## config.mk

```make
export PLATFORM = sky130hd
export DESIGN_NAME = button_arbiter
export DESIGN_NICKNAME = d
export VERILOG_FILES = /design/src/rtl/button_pkg.sv /design/src/rtl/press_detect.sv /design/src/rtl/button_arbiter.sv
export SDC_FILE = /design/constraint.sdc
export NUM_CORES = 1
export LEC_CHECK = 0
export CAP_MARGIN = 15
export CORE_ASPECT_RATIO = 0.9
export CORE_MARGIN = 2
export CORE_UTILIZATION = 57
export DETAILED_ROUTE_END_ITERATION = 6
export PLACE_DENSITY_LB_ADDON = 0.08
export SLEW_MARGIN = 30
export SYNTH_ARGS = -nofsm -noshare
export SYNTH_HDL_FRONTEND = slang
export SYNTH_SLANG_ARGS = --single-unit
export TNS_END_PERCENT = 20
```

## constraint.sdc

```tcl
create_clock -name clk -period 3.3 [get_ports clk]
set_input_delay 0.66 -clock clk [delete_from_list [all_inputs] [get_ports clk]]
set_output_delay 0.66 -clock clk [all_outputs]
set_load 0.05 [all_outputs]
```

## src/rtl/button_pkg.sv

```systemverilog
`default_nettype none
// ============================================================================
// Module  : button_pkg
// Brief   : Shared FSM state encoding and defaults for the button arbiter.
// Revision: 1.0 - initial release
// ============================================================================
package button_pkg;

    localparam int DEFAULT_NUM_BTN = 4;
    localparam int WAIT_W          = 8;

    localparam logic [1:0] ST_IDLE = 2'b00;
    localparam logic [1:0] ST_REQ  = 2'b01;
    localparam logic [1:0] ST_GAP  = 2'b11;

endpackage
`default_nettype wire

```

## src/rtl/press_detect.sv

```systemverilog
`default_nettype none
// ============================================================================
// Module  : press_detect
// Brief   : Registered falling-edge detector for one active-low button level.
// Revision: 1.0 - initial release
// ============================================================================
module press_detect (
    input  logic clk,
    input  logic rst,
    input  logic btn_n,
    output logic press
);

    logic prev;
    logic armed;

    // A button held low across reset stays disarmed until it is seen released,
    // so it cannot masquerade as a fresh press.
    always_ff @(posedge clk) begin
        if (rst) begin
            prev  <= 1'b1;
            armed <= btn_n;
            press <= 1'b0;
        end else begin
            prev  <= btn_n;
            armed <= armed | btn_n;
            press <= armed & prev & ~btn_n;
        end
    end

endmodule
`default_nettype wire

```

## src/rtl/button_arbiter.sv

```systemverilog
`default_nettype none
// ============================================================================
// Module  : button_arbiter
// Brief   : Round-robin arbiter turning button presses into ack'ed requests,
//           with per-button toggle state and an ack timeout.
// Revision: 1.0 - initial release
// ============================================================================
module button_arbiter
    import button_pkg::*;
#(
    parameter int NUM_BTN     = DEFAULT_NUM_BTN,
    parameter int ACK_TIMEOUT = 255
) (
    input  logic                       clk,
    input  logic                       rst,
    input  logic [NUM_BTN-1:0]         btn_n,
    input  logic                       ack,
    output logic                       req_valid,
    output logic [$clog2(NUM_BTN)-1:0] req_id,
    output logic [NUM_BTN-1:0]         lock_state,
    output logic [NUM_BTN-1:0]         pending,
    output logic                       timeout
);

    localparam int ID_W = $clog2(NUM_BTN);

    logic [1:0]        state;
    logic [1:0]        state_next;
    logic [NUM_BTN-1:0] press;
    logic [ID_W-1:0]   rr_ptr;
    logic [ID_W-1:0]   next_ptr;
    logic [ID_W-1:0]   sel_id;
    logic              sel_found;
    logic [ID_W:0]     cand;
    logic [WAIT_W-1:0] wait_cnt;
    logic [NUM_BTN-1:0] id_onehot;
    logic              accept;
    logic              expire;

    for (genvar i = 0; i < NUM_BTN; i++) begin : g_press
        press_detect u_press (
            .clk   (clk),
            .rst   (rst),
            .btn_n (btn_n[i]),
            .press (press[i])
        );
    end

    assign accept = (state == ST_REQ) && ack;
    assign expire = (state == ST_REQ) && !ack
                    && (wait_cnt == WAIT_W'(ACK_TIMEOUT - 1));

    // Round-robin search starting at rr_ptr, wrapping at NUM_BTN.
    always_comb begin
        sel_found = 1'b0;
        sel_id    = '0;
        cand      = '0;
        for (int k = 0; k < NUM_BTN; k++) begin
            cand = {1'b0, rr_ptr} + (ID_W+1)'(k);
            if (cand >= (ID_W+1)'(NUM_BTN)) begin
                cand = cand - (ID_W+1)'(NUM_BTN);
            end
            if (!sel_found && pending[cand[ID_W-1:0]]) begin
                sel_found = 1'b1;
                sel_id    = cand[ID_W-1:0];
            end
        end
    end

    always_comb begin
        id_onehot         = '0;
        id_onehot[req_id] = 1'b1;
    end

    assign next_ptr = (req_id == ID_W'(NUM_BTN - 1)) ? '0 : req_id + 1'b1;

    // FSM: state register
    always_ff @(posedge clk) begin
        if (rst) begin
            state <= ST_IDLE;
        end else begin
            state <= state_next;
        end
    end

    // FSM: next-state logic
    always_comb begin
        state_next = state;
        case (state)
            ST_IDLE: if (|pending) state_next = ST_REQ;
            ST_REQ:  if (accept || expire) state_next = ST_GAP;
            ST_GAP:  state_next = ST_IDLE;
            default: state_next = ST_IDLE;
        endcase
    end

    // FSM: outputs
    always_comb begin
        req_valid = (state == ST_REQ);
    end

    // Datapath: a new press wins over the clear of an accepted request.
    always_ff @(posedge clk) begin
        if (rst) begin
            pending    <= '0;
            lock_state <= '0;
            req_id     <= '0;
            rr_ptr     <= '0;
            wait_cnt   <= '0;
            timeout    <= 1'b0;
        end else begin
            pending <= (pending & ~(accept ? id_onehot : '0)) | press;
            timeout <= expire;
            if (state == ST_IDLE && sel_found) begin
                req_id   <= sel_id;
                wait_cnt <= '0;
            end
            if (state == ST_REQ && !accept && !expire) begin
                wait_cnt <= wait_cnt + 1'b1;
            end
            if (accept) begin
                lock_state <= lock_state ^ id_onehot;
            end
            if (accept || expire) begin
                rr_ptr <= next_ptr;
            end
        end
    end

endmodule
`default_nettype wire

```

==> reports/metrics.cfg, run 1 <==
[run_status]
status=finished clean

[power]
intPower_mw=0.6616
switchingPower_mw=0.2489
ir_drop_mv=0.5226
p_clk_share_pct=33.8
p_leak_nw=0.7348
p_comb_share_pct=15.2
pwr_density_cell_nw_per_um2=511.0
p_seq_share_pct=51.0
swShare_pct=27.34

[worst_setup_path]
crit_start=state[0]
cp_max_fo=6
max_stage_delay_ns=0.83
cpMaxStageDelayCell=clkdlybuf4s50_1
worstSetupPathType=register to primary output
r2r-end=rr_ptr[0]
reg2reg_slack_ns=1.68
critPathLaunchType=register
rr_worst_depth=6
cp_data_required_time_ns=2.64
endpoint_kind=primary output
path_cells=nor2b_1 > clkdlybuf4s50_1
crit_arrival_ns=1.76
timing.rr.start=wait_cnt[0]

[global_route]
grt_pass1_wl_um=4892
grt_max_degree=22
antenna_found_initial=0
grt_util_all_layers_pct=21.24
grt_overflow_total=0
grt_pass1_vias=1109

[yosys]
postSynthCellCount=162
synthAdderAreaFrac_pct=5.038
ys_warn_count=0
synth_compound_area_share_pct=14.44
synth_xor_xnor_area_share_pct=2.351
synth_nets=175
syn_area_per_cell_sq_um=9.199
synth_edf_count=0
ys_seq_elements=35
yosys.area_share.simple_pct=24.94
yosysUniqueCellTypes=42
synth_top_family_by_area=simple AND/OR/NAND/NOR gates
synth.area.mux_share_pct=4.114
async_flop_share_pct=0
ys_seq_area_share_pct=47.02
syn_area_sq_um=1490
synth-main-ff-cell=dfxtp_1

[finish]
layout_common_cells=35 x dfxtp_1, 18 x clkdlybuf4s50_1, 17 x nand2_1
num_antenna_cells=0
n_fill_cell=196
drive_gt1_share_pct=10.22
layout.nets=198
area_growth_pct=19.56
final_common_cell=dfxtp_1

[routing]
drt-total-wl_um=2841
firstDrtPassIters=4
wl_met2_um=1281
met1_length_um=1340
wl_per_cell_um=13.28
wl_met3_um=191
vias_per_cell=5.790
via_count=1239
drt.antenna.violating_nets=0
drc=0
top_layer=met4
first_iter_violations=54

[cts]
htree_levels=2
cts_tree=done
cts_buffer_depth=2
cts_resized=0
post_cts.repair.setup_buffers=0
cts_sinks=35
path_clk_slew_ns=0.12
clkLatencyLatePin_ns=0.33
cts_buffers=5
postCtsHoldBufs=0
root_buffer=clkbuf_4

[sta]
fin_crit_sh_pct=73.47
fin_tns_setup_ns=0
hold_slack_ns=0.4204
max-slew-margin-rel_pct=66.06
setup_viol=0
tightest_slew_ns=0.5075
hold_viol_final=0
slew_violations=0
clock_skew_ns=0.01044
fmax_mhz=412.4
finalCriticalPeriod_ns=2.425
rsz0062_at_grt=false

[min_path]
worstHoldEndpoint=g_press[1].u_press.press
hold_start=g_press[1].u_press.prev
hp-class=register to register
min_path_cells=2

[die]
die_y_um=52.51
dieArea_sq_um=3040
core_sq_um=2467
dieWidth_um=57.90
rows=17
ioPinCount=19
initial_core_util_pct=60.40

[placement]
io_buffers=18
gp_congestion=0.8570
dp_hpwl_um=2107

[job]
cap_violations=0

## flip-flops by register name, summed over array words and instances, names as in the netlist
| signal | flops |
|---|---|
| wait_cnt | 8 |
| g_press.u_press.armed | 4 |
| g_press.u_press.press | 4 |
| g_press.u_press.prev | 4 |
| lock_state | 4 |
| pending | 4 |
| req_id | 2 |
| rr_ptr | 2 |
| state | 2 |
| timeout | 1 |
## cells by family after synthesis
| logic type | Yosys count |
|---|---|
| adder cells (fa/ha/maj) | 6 |
| multiplexers | 6 |
| buffers and inverters | 8 |
| AND/OR/NAND/NOR | 71 |
| XOR/XNOR | 4 |
| AO/OA/AOI/OAI | 32 |
| flip-flops | 35 |
## cells in the mapped netlist, types with 2 or more instances
cell type / n / area [sq um]
dfxtp_1: 35 / 700.7
nand2_1: 17 / 63.81
nor2_1: 16 / 60.06
a21oi_1: 9 / 45.04
a21o_1: 7 / 52.55
nand3_1: 7 / 35.03
ha_1: 6 / 75.07
nor3_1: 6 / 30.03
mux2i_1: 5 / 50.05
and3_1: 4 / 25.02
inv_1: 4 / 15.01
nor2b_1: 4 / 25.02
or2_2: 4 / 25.02
xor2_1: 4 / 35.03
o21ai_0: 3 / 15.01
a21oi_2: 2 / 17.52
a31oi_1: 2 / 12.51
and2_1: 2 / 12.51
and3b_1: 2 / 17.52
## how the worst max path moves through the flow
| stage | endpoint | slack (ns) | cells past startpoint |
|---|---|---|---|
| after floorplan | rr_ptr[0] | 1.42 | 3 |
| after global placement | wait_cnt[6] | 0.97 | 6 |
| after detailed placement | wait_cnt[6] | 0.95 | 6 |
| after CTS | req_valid | 0.87 | 2 |
| after global routing | req_valid | 0.80 | 2 |
| final | req_valid | 0.88 | 2 |
## critical path: cells and delay by family (launching register included)
kind | cells | cell delay, ns
buf+inv | 1 | 0.83
flops | 1 | 0.42
simple gates | 1 | 0.19
## area by class of cell
type	count	area (sq um)	area share [%]
timing repair buffer	19	187.7	10.53
multi-input combinational	119	758.2	42.56
sequential	35	700.7	39.33
clock buffer	5	37.54	2.107
tap	28	35.03	1.966
inverter	5	18.77	1.053
clock inverter	3	43.79	2.458
## layer usage
layer	vias to the layer above	GRT usage (%)
met5	-	0
met4	0	5.814
met3	4	5.185
met2	44	34.85
met1	578	27.93
li1	613	-
## metrics by stage
step / util (%) / setup slack (ns) / power (mW) / instance area (sq um) / cells
after floorplan: - / 1.422 / 0.5675 / 1490 / 162
after global placement: 68.91 / 0.9696 / 0.6087 / 1700 / 206
after detailed placement: 68.91 / 0.9468 / 0.6125 / 1700 / 206
after CTS: 72.21 / 0.8742 / 0.9144 / 1782 / 214
after global routing: 72.21 / 0.7956 / 0.9481 / 1782 / 214
final: 72.21 / 0.8754 / 0.9105 / 1782 / 214
## power groups by stage
stage	Clock (mW)	Sequential [mW]	Combinational, mW
global route	0.329	0.468	0.151
floorplan	0	0.494	0.0735
global placement	0	0.472	0.136
detailed placement	0	0.474	0.139
CTS	0.311	0.464	0.139
finish	0.307	0.464	0.139
Power figures use the tool's default switching activity.
==> run 2, diff against run 1 <==
--- a/config.mk
+++ b/config.mk
@@ -8,7 +8,7 @@
 export CAP_MARGIN = 15
 export CORE_ASPECT_RATIO = 0.9
 export CORE_MARGIN = 2
-export CORE_UTILIZATION = 57
+export CORE_UTILIZATION = 48
 export DETAILED_ROUTE_END_ITERATION = 6
 export PLACE_DENSITY_LB_ADDON = 0.08
 export SLEW_MARGIN = 30
==> constraint.sdc (replaced) <==
create_clock -name clk -period 2.2 [get_ports clk]
set_input_delay 0.44 -clock clk [delete_from_list [all_inputs] [get_ports clk]]
set_output_delay 0.44 -clock clk [all_outputs]
set_load 0.05 [all_outputs]
==> reports/metrics.cfg, run 2 (synthesis gave the netlist of run 1 again) <==
[finish]
layout_common_cells=35 x dfxtp_1, 17 x nand2_1, 17 x clkdlybuf4s50_1
layout.nets=198
post-route-util_pct=58.77
final_common_cell=dfxtp_1
n_fill_cell=295
area_growth_pct=19.06
largest_reg_flops=8
register_area_sq_um=700.7
registers.top_by_ff_count=wait_cnt
multi_input_area_sq_um=758.2
drive_gt1_share_pct=10.22
num_antenna_cells=0

[global_route]
grt_max_degree=21
antenna_found_initial=0
grt_overflow_total=0
grt_pass1_vias=1090
grt_util_all_layers_pct=17.38
grt_pass1_wl_um=4781

[die]
rows=19
core_sq_um=3019
ioPinCount=19
dieWidth_um=62.73
dieArea_sq_um=3567
initial_core_util_pct=49.36
die_y_um=56.86

[worst_setup_path]
path_cells=clkdlybuf4s50_1
crit_start=pending[2]
cp_data_required_time_ns=1.76
max_stage_delay_ns=0.86
cpMaxStageDelayCell=clkdlybuf4s50_1
cp_max_fo=9
cp_num_buf_inv=1
endpoint_kind=primary output
critPathLaunchType=register
path_delay_family=buffers and inverters
crit_arrival_ns=1.70
timing.rr.start=wait_cnt[0]
worstSetupPathType=register to primary output

[sta]
hold_slack_ns=0.4193
tightest_slew_ns=0.4957
clock_skew_ns=0.01427
slew_violations=0
finalCriticalPeriod_ns=2.136
hold_viol_final=0
max-slew-margin-rel_pct=66.85
fin_crit_sh_pct=97.08
setup_viol=0
rsz0062_at_grt=false
fin_tns_setup_ns=0
fmax_mhz=468.2

[cts]
cts_resized=1
path_clk_slew_ns=0.11
cts_sinks=35
cts_buffers=5
post_cts.repair.setup_buffers=0
postCtsHoldBufs=0
htree_levels=2
clkLatencyLatePin_ns=0.34
root_buffer=clkbuf_4
cts_buffer_depth=2
cts_tree=done

[job]
cap_violations=0

[min_path]
hold_start=g_press[2].u_press.prev
hp-class=register to register

[power]
ir_drop_mv=0.4761
p_leak_nw=0.7201
total_power_mw=1.252
pwr_density_cell_nw_per_um2=705.8

[routing]
via_count=1198
firstDrtPassIters=4
drt-total-wl_um=2823
vias_per_cell=5.254
drc=0
wl_per_cell_um=12.38
drt.antenna.violating_nets=0
first_iter_violations=79

[placement]
io_buffers=18
dp_hpwl_um=2012
gp_congestion=0.7965

[run_status]
status=finished clean

[run 2: cell count changes in the layout (fill, tap and decap cells not counted), sizes merged]
cell           delta
bufinv            -1
clkdlybuf4s50     -1
clkinv            -1
clkinvlp          +2
dlygate4sd2       +1
[run 2: worst paths after layout]
check / endpoint / slack (ns) / depth (start not counted)
max: pending[2] / 0.06 / 1
min: g_press[2].u_press.press / 0.42 / 2
max reg2reg: rr_ptr[0] / 0.54 / 6
min reg2reg: g_press[2].u_press.press / 0.42 / 2
[run 2: where the power goes]
part / switching, mW / leakage [nW] / internal, mW
clock network: 0.229 / 0.0272 / 0.122
logic: 0.119 / 0.406 / 0.0862
registers: 0.0311 / 0.287 / 0.665
total: 0.379 / 0.720 / 0.873
[run 2: routing by layer]
| layer | GRT usage, % | routed length, um |
|---|---|---|
| met5 | 0 | 0 |
| met4 | 8.571 | 39 |
| met3 | 5.611 | 113 |
| met2 | 26.88 | 1235 |
| met1 | 21.86 | 1434 |
[run 2: cell type report]
type | instances | share of cell area, %
Tap cell | 42 | 2.962
Multi-Input combinational cell | 119 | 42.74
Timing Repair Buffer | 19 | 10.51
Clock inverter | 3 | 1.128
Inverter | 5 | 1.058
Sequential cell | 35 | 39.49
Clock buffer | 5 | 2.116
[run 2: through the flow]
step	setup slack (ns)	cells	instance area [sq um]
after floorplan	0.3222	162	1490
after CTS	0.06340	228	1774
after detailed placement	0.1467	220	1718
after global placement	0.2027	220	1718
final	0.06428	228	1774
after global routing	0.005665	228	1774
